==> config.mk <==
export PLATFORM = sky130hd
export DESIGN_NAME = regfile_wb_arbiter
export DESIGN_NICKNAME = d
export VERILOG_FILES = /design/src/rtl/regfile_wb_arbiter_pkg.sv /design/src/rtl/wb_fifo.sv /design/src/rtl/regfile_wb_arbiter.sv
export SDC_FILE = /design/constraint.sdc
export NUM_CORES = 1
export LEC_CHECK = 0
export BUFFER_PORTS_ARGS = -buffer_cell sky130_fd_sc_hd__buf_2
export CORE_MARGIN = 5
export CORE_UTILIZATION = 31
export DETAILED_ROUTE_END_ITERATION = 7
export SYNTH_ARGS = -nofsm -noshare
export SYNTH_HDL_FRONTEND = slang
export SYNTH_HIERARCHICAL = 1
export SYNTH_SLANG_ARGS = --single-unit
==> constraint.sdc <==
create_clock -name clk -period 3.96 [get_ports clk]
set_clock_uncertainty 0.2 [all_clocks]
set_input_delay 0.396 -clock clk [delete_from_list [all_inputs] [get_ports clk]]
set_output_delay 0.396 -clock clk [all_outputs]
set_load 0.005 [all_outputs]
==> src/rtl/regfile_wb_arbiter_pkg.sv <==
// Shared types and constants for the regfile writeback arbiter.
// Optional same-cycle bypass is enabled by defining REGFILE_WB_BYPASS_EN.
package regfile_wb_arbiter_pkg;

    localparam int RegAddrWidth = 5;
    localparam int RegWidth     = 32;

    localparam logic REQ_ALU = 1'b0;
    localparam logic REQ_MEM = 1'b1;

    typedef struct packed {
        logic [RegAddrWidth-1:0] addr;
        logic [RegWidth-1:0]     data;
    } wb_entry_t;

    // Round-robin helper: the requester to prefer after granting r.
    function automatic logic other_req(input logic r);
        return ~r;
    endfunction

endpackage

==> src/rtl/wb_fifo.sv <==
// Per-requester writeback queue: push/pop/full/empty plus per-entry
// address-match vectors used by the pending-write queries.
module wb_fifo #(
    parameter int DEPTH  = 2,
    parameter int ADDR_W = 5,
    parameter int DATA_W = 32
) (
    input  logic              clk,
    input  logic              rst,
    input  logic              push_i,
    input  logic [ADDR_W-1:0] push_addr_i,
    input  logic [DATA_W-1:0] push_data_i,
    input  logic              pop_i,
    output logic [ADDR_W-1:0] head_addr_o,
    output logic [DATA_W-1:0] head_data_o,
    output logic              full_o,
    output logic              empty_o,
    input  logic [ADDR_W-1:0] match1_addr_i,
    input  logic [ADDR_W-1:0] match2_addr_i,
    output logic [DEPTH-1:0]  match1_o,
    output logic [DEPTH-1:0]  match2_o
);

    localparam int PW = $clog2(DEPTH);
    localparam int CW = PW + 1;

    logic [ADDR_W-1:0] addr_q [DEPTH];
    logic [DATA_W-1:0] data_q [DEPTH];
    logic [DEPTH-1:0]  valid_q;
    logic [PW-1:0]     rd_q;
    logic [PW-1:0]     wr_q;
    logic [CW-1:0]     count_q;
    logic              do_push_s;
    logic              do_pop_s;

    assign full_o      = (count_q == CW'(DEPTH));
    assign empty_o     = (count_q == {CW{1'b0}});
    assign do_push_s   = push_i && !full_o;
    assign do_pop_s    = pop_i && !empty_o;
    assign head_addr_o = addr_q[rd_q];
    assign head_data_o = data_q[rd_q];

    // Pointers, occupancy and per-slot valid bits; power-of-two depth wraps naturally.
    always_ff @(posedge clk or posedge rst) begin
        if (rst) begin
            rd_q    <= {PW{1'b0}};
            wr_q    <= {PW{1'b0}};
            count_q <= {CW{1'b0}};
            valid_q <= {DEPTH{1'b0}};
        end else begin
            if (do_pop_s) begin
                rd_q          <= rd_q + PW'(1);
                valid_q[rd_q] <= 1'b0;
            end
            if (do_push_s) begin
                wr_q          <= wr_q + PW'(1);
                valid_q[wr_q] <= 1'b1;
            end
            case ({do_push_s, do_pop_s})
                2'b10:   count_q <= count_q + CW'(1);
                2'b01:   count_q <= count_q - CW'(1);
                default: count_q <= count_q;
            endcase
        end
    end

    // Entry storage; slot contents only matter while the valid bit is set.
    always_ff @(posedge clk) begin
        if (do_push_s) begin
            addr_q[wr_q] <= push_addr_i;
            data_q[wr_q] <= push_data_i;
        end
    end

    // Address match per live slot for the decode stall queries.
    always_comb begin
        match1_o = {DEPTH{1'b0}};
        match2_o = {DEPTH{1'b0}};
        for (int i = 0; i < DEPTH; i++) begin
            match1_o[i] = valid_q[i] && (addr_q[i] == match1_addr_i);
            match2_o[i] = valid_q[i] && (addr_q[i] == match2_addr_i);
        end
    end

endmodule

==> src/rtl/regfile_wb_arbiter.sv <==
// Two-requester round-robin writeback arbiter for the single regfile write port.
// Define REGFILE_WB_BYPASS_EN to let an uncontended entry skip its empty queue.
module regfile_wb_arbiter
    import regfile_wb_arbiter_pkg::*;
#(
    parameter int FIFO_DEPTH = 2,
    parameter int ADDR_W     = RegAddrWidth,
    parameter int DATA_W     = RegWidth
) (
    input  logic              clk,
    input  logic              rst,
    input  logic              req0_valid,
    output logic              req0_ready,
    input  logic [ADDR_W-1:0] req0_addr,
    input  logic [DATA_W-1:0] req0_data,
    input  logic              req1_valid,
    output logic              req1_ready,
    input  logic [ADDR_W-1:0] req1_addr,
    input  logic [DATA_W-1:0] req1_data,
    output logic              write_en,
    output logic [ADDR_W-1:0] write_addr,
    output logic [DATA_W-1:0] write_data,
    input  logic [ADDR_W-1:0] query1_addr,
    output logic              query1_pending,
    input  logic [ADDR_W-1:0] query2_addr,
    output logic              query2_pending
);

    logic              alive_q;
    logic              rr_q;
    logic              rr_d;
    logic              wen_q;
    logic              wen_d;
    logic [ADDR_W-1:0] waddr_q;
    logic [ADDR_W-1:0] waddr_d;
    logic [DATA_W-1:0] wdata_q;
    logic [DATA_W-1:0] wdata_d;

    logic              full0_s, full1_s, empty0_s, empty1_s;
    logic              head0_s, head1_s;
    logic              cand0_s, cand1_s;
    logic              push0_s, push1_s;
    logic              grant0_s, grant1_s;
    logic              byp0_s, byp1_s;
    logic [ADDR_W-1:0] head_addr0_s, head_addr1_s;
    logic [DATA_W-1:0] head_data0_s, head_data1_s;
    logic [FIFO_DEPTH-1:0] m0_q1_s, m0_q2_s, m1_q1_s, m1_q2_s;

    // Ready comes from registered state only, and stays low until the first edge after reset.
    assign req0_ready = alive_q && !full0_s;
    assign req1_ready = alive_q && !full1_s;

    // Writes to r0 complete the handshake but never occupy a slot.
    assign cand0_s = req0_valid && req0_ready && (req0_addr != {ADDR_W{1'b0}});
    assign cand1_s = req1_valid && req1_ready && (req1_addr != {ADDR_W{1'b0}});
    assign head0_s = !empty0_s;
    assign head1_s = !empty1_s;
    assign push0_s = cand0_s && !byp0_s;
    assign push1_s = cand1_s && !byp1_s;

    wb_fifo #(.DEPTH(FIFO_DEPTH), .ADDR_W(ADDR_W), .DATA_W(DATA_W)) u_fifo0 (
        .clk(clk), .rst(rst),
        .push_i(push0_s), .push_addr_i(req0_addr), .push_data_i(req0_data),
        .pop_i(grant0_s), .head_addr_o(head_addr0_s), .head_data_o(head_data0_s),
        .full_o(full0_s), .empty_o(empty0_s),
        .match1_addr_i(query1_addr), .match2_addr_i(query2_addr),
        .match1_o(m0_q1_s), .match2_o(m0_q2_s)
    );

    wb_fifo #(.DEPTH(FIFO_DEPTH), .ADDR_W(ADDR_W), .DATA_W(DATA_W)) u_fifo1 (
        .clk(clk), .rst(rst),
        .push_i(push1_s), .push_addr_i(req1_addr), .push_data_i(req1_data),
        .pop_i(grant1_s), .head_addr_o(head_addr1_s), .head_data_o(head_data1_s),
        .full_o(full1_s), .empty_o(empty1_s),
        .match1_addr_i(query1_addr), .match2_addr_i(query2_addr),
        .match1_o(m1_q1_s), .match2_o(m1_q2_s)
    );

    // Round-robin grant over the queue heads; rr_q names the preferred requester.
    always_comb begin
        grant0_s = 1'b0;
        grant1_s = 1'b0;
        if (head0_s && head1_s) begin
            grant0_s = (rr_q == REQ_ALU);
            grant1_s = (rr_q == REQ_MEM);
        end else begin
            grant0_s = head0_s;
            grant1_s = head1_s;
        end
    end

    // Bypass only when the output path is otherwise idle; contention falls back to rr_q.
    always_comb begin
        byp0_s = 1'b0;
        byp1_s = 1'b0;
`ifdef REGFILE_WB_BYPASS_EN
        if (!head0_s && !head1_s) begin
            if (cand0_s && cand1_s) begin
                byp0_s = (rr_q == REQ_ALU);
                byp1_s = (rr_q == REQ_MEM);
            end else begin
                byp0_s = cand0_s;
                byp1_s = cand1_s;
            end
        end else begin
            byp0_s = 1'b0;
            byp1_s = 1'b0;
        end
`else
        byp0_s = 1'b0;
        byp1_s = 1'b0;
`endif
    end

    // Next write-port contents; address/data hold when nothing is granted.
    always_comb begin
        wen_d   = 1'b0;
        waddr_d = waddr_q;
        wdata_d = wdata_q;
        rr_d    = rr_q;
        if (grant0_s) begin
            wen_d   = 1'b1;
            waddr_d = head_addr0_s;
            wdata_d = head_data0_s;
            rr_d    = other_req(REQ_ALU);
        end else if (grant1_s) begin
            wen_d   = 1'b1;
            waddr_d = head_addr1_s;
            wdata_d = head_data1_s;
            rr_d    = other_req(REQ_MEM);
        end else if (byp0_s) begin
            wen_d   = 1'b1;
            waddr_d = req0_addr;
            wdata_d = req0_data;
            rr_d    = other_req(REQ_ALU);
        end else if (byp1_s) begin
            wen_d   = 1'b1;
            waddr_d = req1_addr;
            wdata_d = req1_data;
            rr_d    = other_req(REQ_MEM);
        end else begin
            wen_d   = 1'b0;
        end
    end

    // Registered write port and arbitration pointer.
    always_ff @(posedge clk or posedge rst) begin
        if (rst) begin
            wen_q   <= 1'b0;
            waddr_q <= {ADDR_W{1'b0}};
            wdata_q <= {DATA_W{1'b0}};
            rr_q    <= REQ_ALU;
        end else begin
            wen_q   <= wen_d;
            waddr_q <= waddr_d;
            wdata_q <= wdata_d;
            rr_q    <= rr_d;
        end
    end

    // Marks the first cycle after reset release so ready can rise.
    always_ff @(posedge clk or posedge rst) begin
        if (rst) begin
            alive_q <= 1'b0;
        end else begin
            alive_q <= 1'b1;
        end
    end

    assign write_en   = wen_q;
    assign write_addr = waddr_q;
    assign write_data = wdata_q;

    assign query1_pending = (query1_addr != {ADDR_W{1'b0}}) &&
                            ((|m0_q1_s) || (|m1_q1_s) || (wen_q && (waddr_q == query1_addr)));
    assign query2_pending = (query2_addr != {ADDR_W{1'b0}}) &&
                            ((|m0_q2_s) || (|m1_q2_s) || (wen_q && (waddr_q == query2_addr)));

endmodule

==> run metrics <==
Final Hold Viols 0; Detailed Route Iter0 Violations 305; PostCTS Resize Cnt 0; crit-path cells xor2_1 -> nor4_1 -> and3_1 -> or4_1 -> o21ai_0 -> o21ai_1 -> buf_2; Num CTS Buffers 17; Synth Instances 549; Final Cycle Share 0.698; die area 31300 µm²; Final Net Count 842; post-CTS setup buffer count 0; power share of the clock group 0.234; Filler cells 2621; Placement Setup Slack 1.16 ns; first-pass GRT wire length 30700 µm; Die X 177 µm; fmax 362 MHz; Antenna Violating Nets Remaining 0; Post-synth ARST share 0.260; synth top area cells edfxtp_1, dfrtp_1, mux2_1, mux2_2, o221a_1; clock-pin slew on the worst setup and hold paths 0.07 ns; Arr. time, crit path 2.17 ns; effective utilization at floorplan 0.312; antenna violations before repair 1; TritonCTS clock tree done; layout cells sized above 1 0.283; final wirelength 19800 µm; Worst path max stage delay 0.52 ns; Reg area 5750 µm²; headroom to the max-slew limit 0.299; CTS Root Cell clkbuf_16; share of the synthesized area in the top cell type 0.515; Reg power frac 0.436; static leakage power 4.08 nW; clk_lat worst skew 0.43 ns; CP max stage cell or4_1; Post-synth top cells edfxtp_1, dfrtp_1, nand2_1; grt total ovfl 0; total number of vias 5161; clock buffer depth 2; final instance count without filler cells 1143; Worst setup EP type output pin; drt via density 4.52; gpl congestion 0.792; Final TNS setup 0 ns; min Tclk post-route 2.76 ns; Synth-to-Final Area Change 27.8%; Setup WS post-layout 1.20 ns; sw frac 0.332; Startpoint Class flip-flop; Mapped Area 8630 µm²; All-Layer GR Usage 0.128; WS Path Type flip-flop to output pin; wire length per cell 17.3 µm; Core ar. 27600 µm²; Pwr per Cell Area 672 nW/µm²; Setup violations, final 0; crit path max fanout 3; Max Slew Vio Count 0; number of synthesized register bits 200; syn avg cell area 15.7 µm²; row count 61; GR peak layer met2; H-tree Lvls 4; max_cap viols 0; placed wire-length estimate 12900 µm; crit path buf inv count 1; status finished clean; number of flops mapped to enable cells by yosys 148; delay-heaviest family, CP simple AND/OR/NAND/NOR gates; predominant post-synthesis flop cell edfxtp_1; drt drc 0; vias in the first global route 5522; GR Util met2 0.214; Netlist cell types 34; num ports 130; Worst Tran Pin Value 1.05 ns; worst path required time 3.36 ns; sequential area share after synthesis 0.666; Gate power share 0.331; largest net degree at the start of global routing 41; cell taking the most area after synthesis edfxtp_1; Die Ht 177 µm; P_int 0.00495 W; routing usage on met1 0.164; first drt pass iteration count 4; hold crit path type input pin to flip-flop; CTS Sinks 200; VDD IR max 0.376 mV; unrepaired setup endpoints after global routing no; CTS Hold Bufs 75; Placed Instances 1036; area occupied by multi-input gates 2730 µm²; met3 global-route usage 0.0312; Ys Warns 6; most frequent cell after synthesis edfxtp_1; Mapped Nets 639; PortBufs 129; Net Sw Power 0.00246 W
-- worst register-to-register path, stage by stage (launching register included) --
cell,delay (ns)
dfrtp_1,0.47
nand2b_2,0.20
inv_2,0.03
nor2b_1,0.13
nand2_1,0.08
a21oi_1,0.20
nand2_2,0.14
nor2_4,0.66
buf_4,0.35
-- power by group through the flow --
stage          Clock (W)  Combinational [W]  Sequential (W)
2_1_floorplan          0            0.00189         0.00303
3_3_place_gp           0            0.00239         0.00327
3_5_place_dp           0            0.00242         0.00329
4_1_cts          0.00178            0.00249         0.00325
5_1_grt          0.00187            0.00269         0.00330
6_report         0.00173            0.00245         0.00323
-- layout by cell type (no fill, tap or decap), types with 17 or more instances in the layout --
| cell | synthesis | final |
|---|---|---|
| mux2_1 | 37 | 37 |
| dlygate4sd3_1 | 0 | 75 |
| buf_2 | 14 | 129 |
| xor2_1 | 34 | 34 |
| nand2_1 | 41 | 41 |
| dfrtp_1 | 52 | 50 |
| clkbuf_16 | 0 | 17 |
| o221a_1 | 37 | 37 |
| xnor2_1 | 26 | 26 |
| mux2_2 | 37 | 37 |
| mux2i_1 | 37 | 37 |
| edfxtp_1 | 148 | 148 |
-- stage by stage --
step                utilization  instance area, µm²  total power [W]  hold WS [ns]
global placement          0.350                9680          0.00567         0.174
CTS                       0.399               11000          0.00752         0.220
global route              0.399               11000          0.00785         0.275
detailed placement        0.350                9680          0.00572         0.175
floorplan                     -                8630          0.00492       -0.0130
finish                    0.399               11000          0.00741         0.247
-- flip-flops by register name (all words and copies together), names as in the netlist --
register,cells
u_fifo1/data_q,64
rr_q,1
u_fifo1/addr_q,10
alive_q,1
u_fifo0/rd_q,1
u_fifo0/valid_q,2
u_fifo0/addr_q,10
u_fifo1/count_q,2
u_fifo0/count_q,2
u_fifo1/rd_q,1
write_addr,5
write_en,1
u_fifo1/wr_q,1
write_data,32
u_fifo1/valid_q,2
u_fifo0/data_q,64
u_fifo0/wr_q,1
-- layout make-up --
class | instances | share of cell area
diodes | 1 | 0.000227
clock inverters | 14 | 0.0152
flip-flops and latches | 200 | 0.521
multi-input cells | 314 | 0.247
well taps | 378 | 0.0429
inverters | 10 | 0.00340
clock buffers | 17 | 0.0386
repair buffers | 209 | 0.131
-- metal layers --
layer | vias up | share of wire
li1 | 2485 | -
met1 | 2553 | 0.45
met2 | 107 | 0.49
met3 | 16 | 0.050
met4 | 0 | 0.012
met5 | - | 0
-- cell families after synthesis --
logic type | Yosys count | share of synthesized area
other | 1 | 0.000434
and+or+nand+nor | 86 | 0.0496
AOI/OAI and AO/OA | 54 | 0.0590
buffers and inverters | 35 | 0.0220
muxes | 111 | 0.139
xor gates and xnor gates | 60 | 0.0609
adders and majority gates | 2 | 0.00290
DFF | 200 | 0.666
-- worst paths after layout --
path                                              endpoint  slack (ns)  cells past startpoint                      startpoint
min reg2reg                               rr_q$_DFFE_PP0P_        0.37                      1                rr_q$_DFFE_PP0P_
min in group asynchronous         u_fifo0/wr_q$_DFFE_PP0N_        0.28                      3                             rst
max in group asynchronous                 rr_q$_DFFE_PP0P_        2.34                      3                             rst
max reg2reg                u_fifo1/data_q[0][16]$_DFFE_PP_        1.21                      8  u_fifo1/count_q[0]$_DFFE_PP0P_
max                                         query1_pending        1.20                      7  u_fifo0/addr_q[1][4]$_DFFE_PP_
min                           u_fifo1/valid_q[0]$_DFF_PP0_        0.25                      5                      req1_valid
(Power assumes the default switching activity.)
